File: src/rtl/piano_note_sequencer_pkg.sv
// Shared types and default timing constants for the piano note sequencer.
package piano_note_sequencer_pkg;

    // Sequencer states
    typedef enum logic [1:0] {
        StIdle,
        StFetch,
        StPlay,
        StGap
    } seq_state_e;

    // Default timing, in clk cycles
    localparam int unsigned DefNoteCycles    = 25_000_000;
    localparam int unsigned DefGapCycles     = 1_250_000;
    localparam int unsigned DefMinNoteCycles = 1_000_000;
    localparam int unsigned DefMaxNoteCycles = 100_000_000;
    localparam int unsigned DefLenW          = 27;

    // ROM geometry
    localparam int unsigned AddrW   = 8;
    localparam int unsigned PeriodW = 24;

endpackage

File: src/rtl/piano_note_timer.sv
// Down-counter with load; done is high on the last counted cycle while running.
// Shared by the note and gap phases of the sequencer.
module piano_note_timer #(
    parameter int unsigned LEN_W = 27
) (
    input  logic             clk,
    input  logic             rst_n,
    input  logic             load,
    input  logic [LEN_W-1:0] load_value,
    input  logic             clear,
    output logic             done
);

    logic [LEN_W-1:0] count_q, count_d;
    logic             running_q, running_d;

    // Counter and running flag registers
    always_ff @(posedge clk or negedge rst_n) begin
        if (!rst_n) begin
            count_q   <= '0;
            running_q <= 1'b0;
        end else begin
            count_q   <= count_d;
            running_q <= running_d;
        end
    end

    // Next count: clear beats load, load beats decrement; stops itself after reaching 1
    always_comb begin
        count_d   = count_q;
        running_d = running_q;
        if (clear) begin
            count_d   = '0;
            running_d = 1'b0;
        end else if (load) begin
            count_d   = load_value;
            running_d = (load_value != '0);
        end else if (running_q) begin
            if (count_q == LEN_W'(1)) begin
                count_d   = '0;
                running_d = 1'b0;
            end else begin
                count_d = count_q - LEN_W'(1);
            end
        end
    end

    assign done = running_q & (count_q == LEN_W'(1));

endmodule

File: src/rtl/piano_note_sequencer.sv
// Note sequencer: arbitrates keyboard bytes and an autoplay ROM scan, looks up the
// tone period in the scale ROM and drives the tone generator with a timed note and gap.
module piano_note_sequencer
    import piano_note_sequencer_pkg::*;
#(
    parameter int unsigned NOTE_CYCLES     = DefNoteCycles,
    parameter int unsigned GAP_CYCLES      = DefGapCycles,
    parameter int unsigned MIN_NOTE_CYCLES = DefMinNoteCycles,
    parameter int unsigned MAX_NOTE_CYCLES = DefMaxNoteCycles,
    parameter int unsigned LEN_W           = DefLenW
) (
    input  logic               clk,
    input  logic               rst_n,
    input  logic [AddrW-1:0]   key_data,
    input  logic               key_valid,
    output logic               key_ready,
    input  logic               autoplay_start,
    input  logic               abort,
    input  logic               speed_up,
    input  logic               speed_down,
    output logic [AddrW-1:0]   rom_address,
    input  logic [PeriodW-1:0] rom_data,
    input  logic [AddrW-1:0]   rom_last_addr,
    output logic [PeriodW-1:0] tone_period,
    output logic               tone_active,
    output logic               busy,
    output logic               key_miss
);

    localparam logic [LEN_W-1:0] NoteLenRst = LEN_W'(NOTE_CYCLES);
    localparam logic [LEN_W-1:0] GapLen     = LEN_W'(GAP_CYCLES);
    localparam logic [LEN_W-1:0] MinLen     = LEN_W'(MIN_NOTE_CYCLES);
    localparam logic [LEN_W-1:0] MaxLen     = LEN_W'(MAX_NOTE_CYCLES);

    seq_state_e         state_q, state_d;
    logic [AddrW-1:0]   rom_address_q, rom_address_d;
    logic [PeriodW-1:0] tone_period_q, tone_period_d;
    logic               tone_active_q, tone_active_d;
    logic               key_miss_q, key_miss_d;
    logic               scan_q, scan_d;
    logic [LEN_W-1:0]   note_len_q, note_len_d;

    logic               timer_load;
    logic               timer_clear;
    logic [LEN_W-1:0]   timer_value;
    logic               timer_done;

    logic [LEN_W-1:0]   halved;
    logic [LEN_W:0]     doubled;

    assign key_ready   = (state_q == StIdle) & ~autoplay_start;
    assign busy        = (state_q != StIdle);
    assign rom_address = rom_address_q;
    assign tone_period = tone_period_q;
    assign tone_active = tone_active_q;
    assign key_miss    = key_miss_q;

    piano_note_timer #(
        .LEN_W (LEN_W)
    ) u_timer (
        .clk        (clk),
        .rst_n      (rst_n),
        .load       (timer_load),
        .load_value (timer_value),
        .clear      (timer_clear),
        .done       (timer_done)
    );

    // FSM and datapath registers
    always_ff @(posedge clk or negedge rst_n) begin
        if (!rst_n) begin
            state_q       <= StIdle;
            rom_address_q <= '0;
            tone_period_q <= '0;
            tone_active_q <= 1'b0;
            key_miss_q    <= 1'b0;
            scan_q        <= 1'b0;
        end else begin
            state_q       <= state_d;
            rom_address_q <= rom_address_d;
            tone_period_q <= tone_period_d;
            tone_active_q <= tone_active_d;
            key_miss_q    <= key_miss_d;
            scan_q        <= scan_d;
        end
    end

    // Next state, ROM address and tone outputs; abort overrides everything outside IDLE
    always_comb begin
        state_d       = state_q;
        rom_address_d = rom_address_q;
        tone_period_d = tone_period_q;
        tone_active_d = tone_active_q;
        key_miss_d    = 1'b0;
        scan_d        = scan_q;
        timer_load    = 1'b0;
        timer_clear   = 1'b0;
        timer_value   = note_len_q;

        case (state_q)
            StIdle: begin
                // autoplay_start wins over a waiting key (key_ready is low that cycle)
                if (autoplay_start) begin
                    rom_address_d = '0;
                    scan_d        = 1'b1;
                    state_d       = StFetch;
                end else if (key_valid) begin
                    rom_address_d = key_data;
                    scan_d        = 1'b0;
                    state_d       = StFetch;
                end
            end
            StFetch: begin
                if (rom_data != '0) begin
                    tone_period_d = rom_data;
                    tone_active_d = 1'b1;
                    timer_load    = 1'b1;
                    timer_value   = note_len_q;
                    state_d       = StPlay;
                end else if (!scan_q) begin
                    key_miss_d = 1'b1;
                    state_d    = StIdle;
                end else if (rom_address_q == rom_last_addr) begin
                    scan_d  = 1'b0;
                    state_d = StIdle;
                end else begin
                    rom_address_d = rom_address_q + AddrW'(1);
                end
            end
            StPlay: begin
                if (timer_done) begin
                    tone_period_d = '0;
                    tone_active_d = 1'b0;
                    timer_load    = 1'b1;
                    timer_value   = GapLen;
                    state_d       = StGap;
                end
            end
            StGap: begin
                if (timer_done) begin
                    // Scan stops at rom_last_addr, so the address never wraps
                    if (scan_q && (rom_address_q != rom_last_addr)) begin
                        rom_address_d = rom_address_q + AddrW'(1);
                        state_d       = StFetch;
                    end else begin
                        scan_d  = 1'b0;
                        state_d = StIdle;
                    end
                end
            end
            default: state_d = StIdle;
        endcase

        if (abort && (state_q != StIdle)) begin
            state_d       = StIdle;
            tone_period_d = '0;
            tone_active_d = 1'b0;
            scan_d        = 1'b0;
            key_miss_d    = 1'b0;
            timer_load    = 1'b0;
            timer_clear   = 1'b1;
        end
    end

    assign halved  = note_len_q >> 1;
    assign doubled = {note_len_q, 1'b0};

    // Note length register; only read when a note is loaded, so changes never cut a note
    always_ff @(posedge clk or negedge rst_n) begin
        if (!rst_n) begin
            note_len_q <= NoteLenRst;
        end else begin
            note_len_q <= note_len_d;
        end
    end

    // Saturating halve/double; simultaneous requests cancel
    always_comb begin
        note_len_d = note_len_q;
        if (speed_up && !speed_down) begin
            note_len_d = (halved < MinLen) ? MinLen : halved;
        end else if (speed_down && !speed_up) begin
            note_len_d = (doubled > {1'b0, MaxLen}) ? MaxLen : doubled[LEN_W-1:0];
        end
    end

endmodule
File: config.mk
export PLATFORM = sky130hd
export DESIGN_NAME = piano_note_sequencer
export DESIGN_NICKNAME = d
export VERILOG_FILES = /design/src/rtl/piano_note_sequencer_pkg.sv /design/src/rtl/piano_note_timer.sv /design/src/rtl/piano_note_sequencer.sv
export SDC_FILE = /design/constraint.sdc
export NUM_CORES = 1
export LEC_CHECK = 0
export BUFFER_PORTS_ARGS = -buffer_cell sky130_fd_sc_hd__buf_2
export CORE_ASPECT_RATIO = 0.6
export CORE_MARGIN = 2
export CORE_UTILIZATION = 60
export CTS_CLUSTER_SIZE = 16
export DETAILED_ROUTE_END_ITERATION = 6
export PLACE_DENSITY = 0.84
export SYNTH_ARGS = -nofsm -noshare
export SYNTH_HDL_FRONTEND = slang
export SYNTH_SLANG_ARGS = --single-unit
File: constraint.sdc
create_clock -name clk -period 3.67 [get_ports clk]
set_input_delay 0.1835 -clock clk [delete_from_list [all_inputs] [get_ports clk]]
set_output_delay 0.1835 -clock clk [all_outputs]
set_load 0.005 [all_outputs]
==> flow_metrics.py <==
metrics = {
    "status": {
        "status": "finished with violations",
        "violations": "negative hold slack",
    },
    "synthesis": {
        "syn_nets": 625,
        "synth_edf_count": 0,
        "syn_area_um2": 5420,
        "avgSynthCellArea_um2": 9.52,
        "synthMostInstantiatedCell": "dfrtp_1",
        "async_flop_share_pct": 100,
        "synthCells": 569,
        "synthFlopType": "dfrtp_1",
        "synth_top_area_cell": "dfrtp_1",
        "synth.area.top_cells": "dfrtp_1 (37%), dfstp_2 (5.8%), a22o_1 (5.8%)",
        "yosys.area.top_type_share_pct": 36.9,
        "synth_seq_cells": 92,
        "yosysSeqAreaShare_pct": 42.8,
        "synth.distinct_cells": 76,
        "synth_warnings": 0,
        "ys_top_cells_by_count": "dfrtp_1 (80), nand2_1 (43), a22o_1 (36)",
    },
    "worst_setup_path": {
        "cpMaxStageDelayCell": "and4_1",
        "start_kind": "flip-flop",
        "cpPeakStageDelay_ns": 0.67,
        "worstPathMaxFanout": 17,
        "required_ns": 3.95,
        "worstSetupEndpointType": "flip-flop",
        "critical_path_class": "reg2reg",
        "worstPathArrival_ns": 3.25,
        "crit_chain": "nor4_4, and4b_1, and4_1, a31o_4, and2_1, a22o_1",
    },
    "global_route": {
        "grt_pass1_wl_um": 25400,
        "gr-total-overflow": 0,
        "grt.total_usage_pct": 32.4,
        "antenna_found_initial": 0,
        "grt_max_degree": 76,
        "grt_pass1_vias": 4887,
    },
    "clock_tree": {
        "cts_tree": "yes",
        "postCtsResizedCells": 0,
        "cts.htree.levels": 3,
        "clk_path_buf_depth": 2,
        "postCtsSetupBuffers": 0,
        "cts_root_buffer": "clkbuf_16",
        "cts.hold.buffers_added": 0,
        "clkLatencyLatePin_ns": 0.34,
        "cts.sinks": 92,
        "cts_buffers": 9,
        "path_clk_slew_ns": 0.07,
    },
    "pwr": {
        "p_sw_w": 0.00259,
        "power_frac_seq_pct": 33.4,
        "combPwrFrac_pct": 48.9,
        "finalPower_w": 0.00571,
        "pwr-share-clk_pct": 17.8,
        "p_int_w": 0.00312,
        "swShare_pct": 45.3,
        "peakVddDrop_mv": 0.495,
        "cellPowerDensity_nw_per_um2": 924,
        "leakagePower_nw": 2.85,
    },
    "final_layout": {
        "nNetsFinal": 694,
        "seq_area_um2": 2320,
        "diodes": 0,
        "area_growth_pct": 14.1,
        "fillers": 668,
        "multi_input_area_um2": 2840,
        "layout-drive-gt1-share_pct": 22.4,
    },
    "sta": {
        "slew_violations": 0,
        "setup_tns_ns": 0,
        "fin_crit_sh_pct": 81.0,
        "rsz0062_at_grt": "no",
        "finClkSkew_ns": 0.00767,
        "relSlewSlack_pct": 24.1,
        "fmax_mhz": 337,
        "fin_crit_ns": 2.97,
        "hold_viol": 11,
        "worst-slew-pin-transition_ns": 1.14,
        "hold_ws_ns": -0.0139,
        "setup_viol": 0,
    },
    "route": {
        "postRouteAntennaNets": 0,
        "firstDrtPassIters": 6,
        "avgViaCountPerCell": 7.00,
        "dr_total_vias": 5285,
        "route.detailed.drc": 0,
        "detail_route.wl_per_cell_um": 20.8,
        "drt-initial-drc-count": 839,
        "wl_um": 15700,
    },
    "placed_design": {
        "routabilityCongestion": 0.969,
        "io_buffers": 82,
        "dp_hpwl_um": 11000,
    },
    "floorplan": {
        "rows": 26,
        "core-area_um2": 8650,
        "die-area_um2": 9830,
        "ios": 83,
        "fp.dieW_um": 127,
        "initial_utilization_pct": 62.6,
        "die_h_um": 77.6,
    },
    "worst_hold_path": {
        "hold_class": "in2async",
    },
    "run": {
        "max-cap-violations": 0,
    },
}
worst paths after layout:
| kind | end | slack, ns | cells after the start | startpoint |
|---|---|---|---|---|
| min in group clk | tone_period[14] | 0.07 | 2 | rom_data[14] |
| worst min-delay path | tone_period[10] | -0.01 | 1 | rst_n |
| worst max register to register | rom_address[0] | 0.70 | 6 | u_timer.count_q[9] |
| worst max-delay path | rom_address[0] | 0.70 | 6 | u_timer.count_q[9] |
| worst min register to register | key_miss | 0.48 | 1 | scan_q |
| max in group asynchronous | note_len_q[19] | 2.79 | 2 | rst_n |
registers in the layout, summed over array words and instances (netlist names):
| name | flops |
|---|---|
| state_q | 2 |
| rom_address | 8 |
| scan_q | 1 |
| note_len_q | 27 |
| tone_active | 1 |
| key_miss | 1 |
| u_timer.count_q | 27 |
| u_timer.running_q | 1 |
| tone_period | 24 |
cell type report:
| class | count | share of cell area, % |
|---|---|---|
| multi-input combinational | 422 | 45.9 |
| inverter | 23 | 1.40 |
| clock inverter | 5 | 1.38 |
| sequential | 92 | 37.5 |
| tap | 112 | 2.27 |
| clock buffer | 11 | 3.93 |
| timing repair buffer | 90 | 7.65 |
per-stage QoR:
stage	hold slack, ns	std cells	setup WS, ns	cell area (µm²)	utilization, %
floorplan	-0.112	569	1.45	5420	-
CTS	0.0237	755	0.770	6180	71.4
global route	0.0599	755	0.547	6180	71.4
detailed placement	0.391	739	0.825	5850	67.6
finish	-0.0139	755	0.699	6180	71.4
global placement	0.380	739	0.911	5850	67.6
power groups by stage:
stage | combinational (W) | sequential (W) | clock, W
final | 0.00279 | 0.00191 | 0.00101
after global routing | 0.00303 | 0.00195 | 0.00106
after CTS | 0.00270 | 0.00188 | 0.00102
after detailed placement | 0.00268 | 0.00188 | 0
after global placement | 0.00257 | 0.00186 | 0
after floorplan | 0.00202 | 0.00175 | 0
critical path: cells and delay by family, from the launching register on:
family           cells  cell delay, ns
AO/OA/AOI/OAI        2            0.53
flip-flops           1            0.43
AND/OR/NAND/NOR      4            1.94
cells in the final DEF, fill, tap and decap left out, types with 13 or more instances in the layout:
cell      n
nor4_1   14
inv_1    22
a21oi_1  24
buf_2    81
nand3_1  20
dfrtp_1  80
nor3_1   25
a21o_1   13
a22o_1   36
nor2_1   31
o21ai_0  34
nand2_1  43
logic make-up (layout without fill, tap and decap cells):
group	count (synthesis)	in the layout	share of synthesized area, %
compound gates	204	204	27.6
xor+xnor	12	12	1.94
fa+ha+maj	9	9	2.08
buf+inv	55	129	4.89
flops	92	92	42.8
mux	2	2	0.369
simple gates	195	195	20.4
layer usage:
layer	routed length, µm	global-route usage, %
met2	6610	45.7
met3	1790	9.66
met5	0	0
met1	6970	48.8
met4	309	8.13
Power figures use the tool's default switching activity.
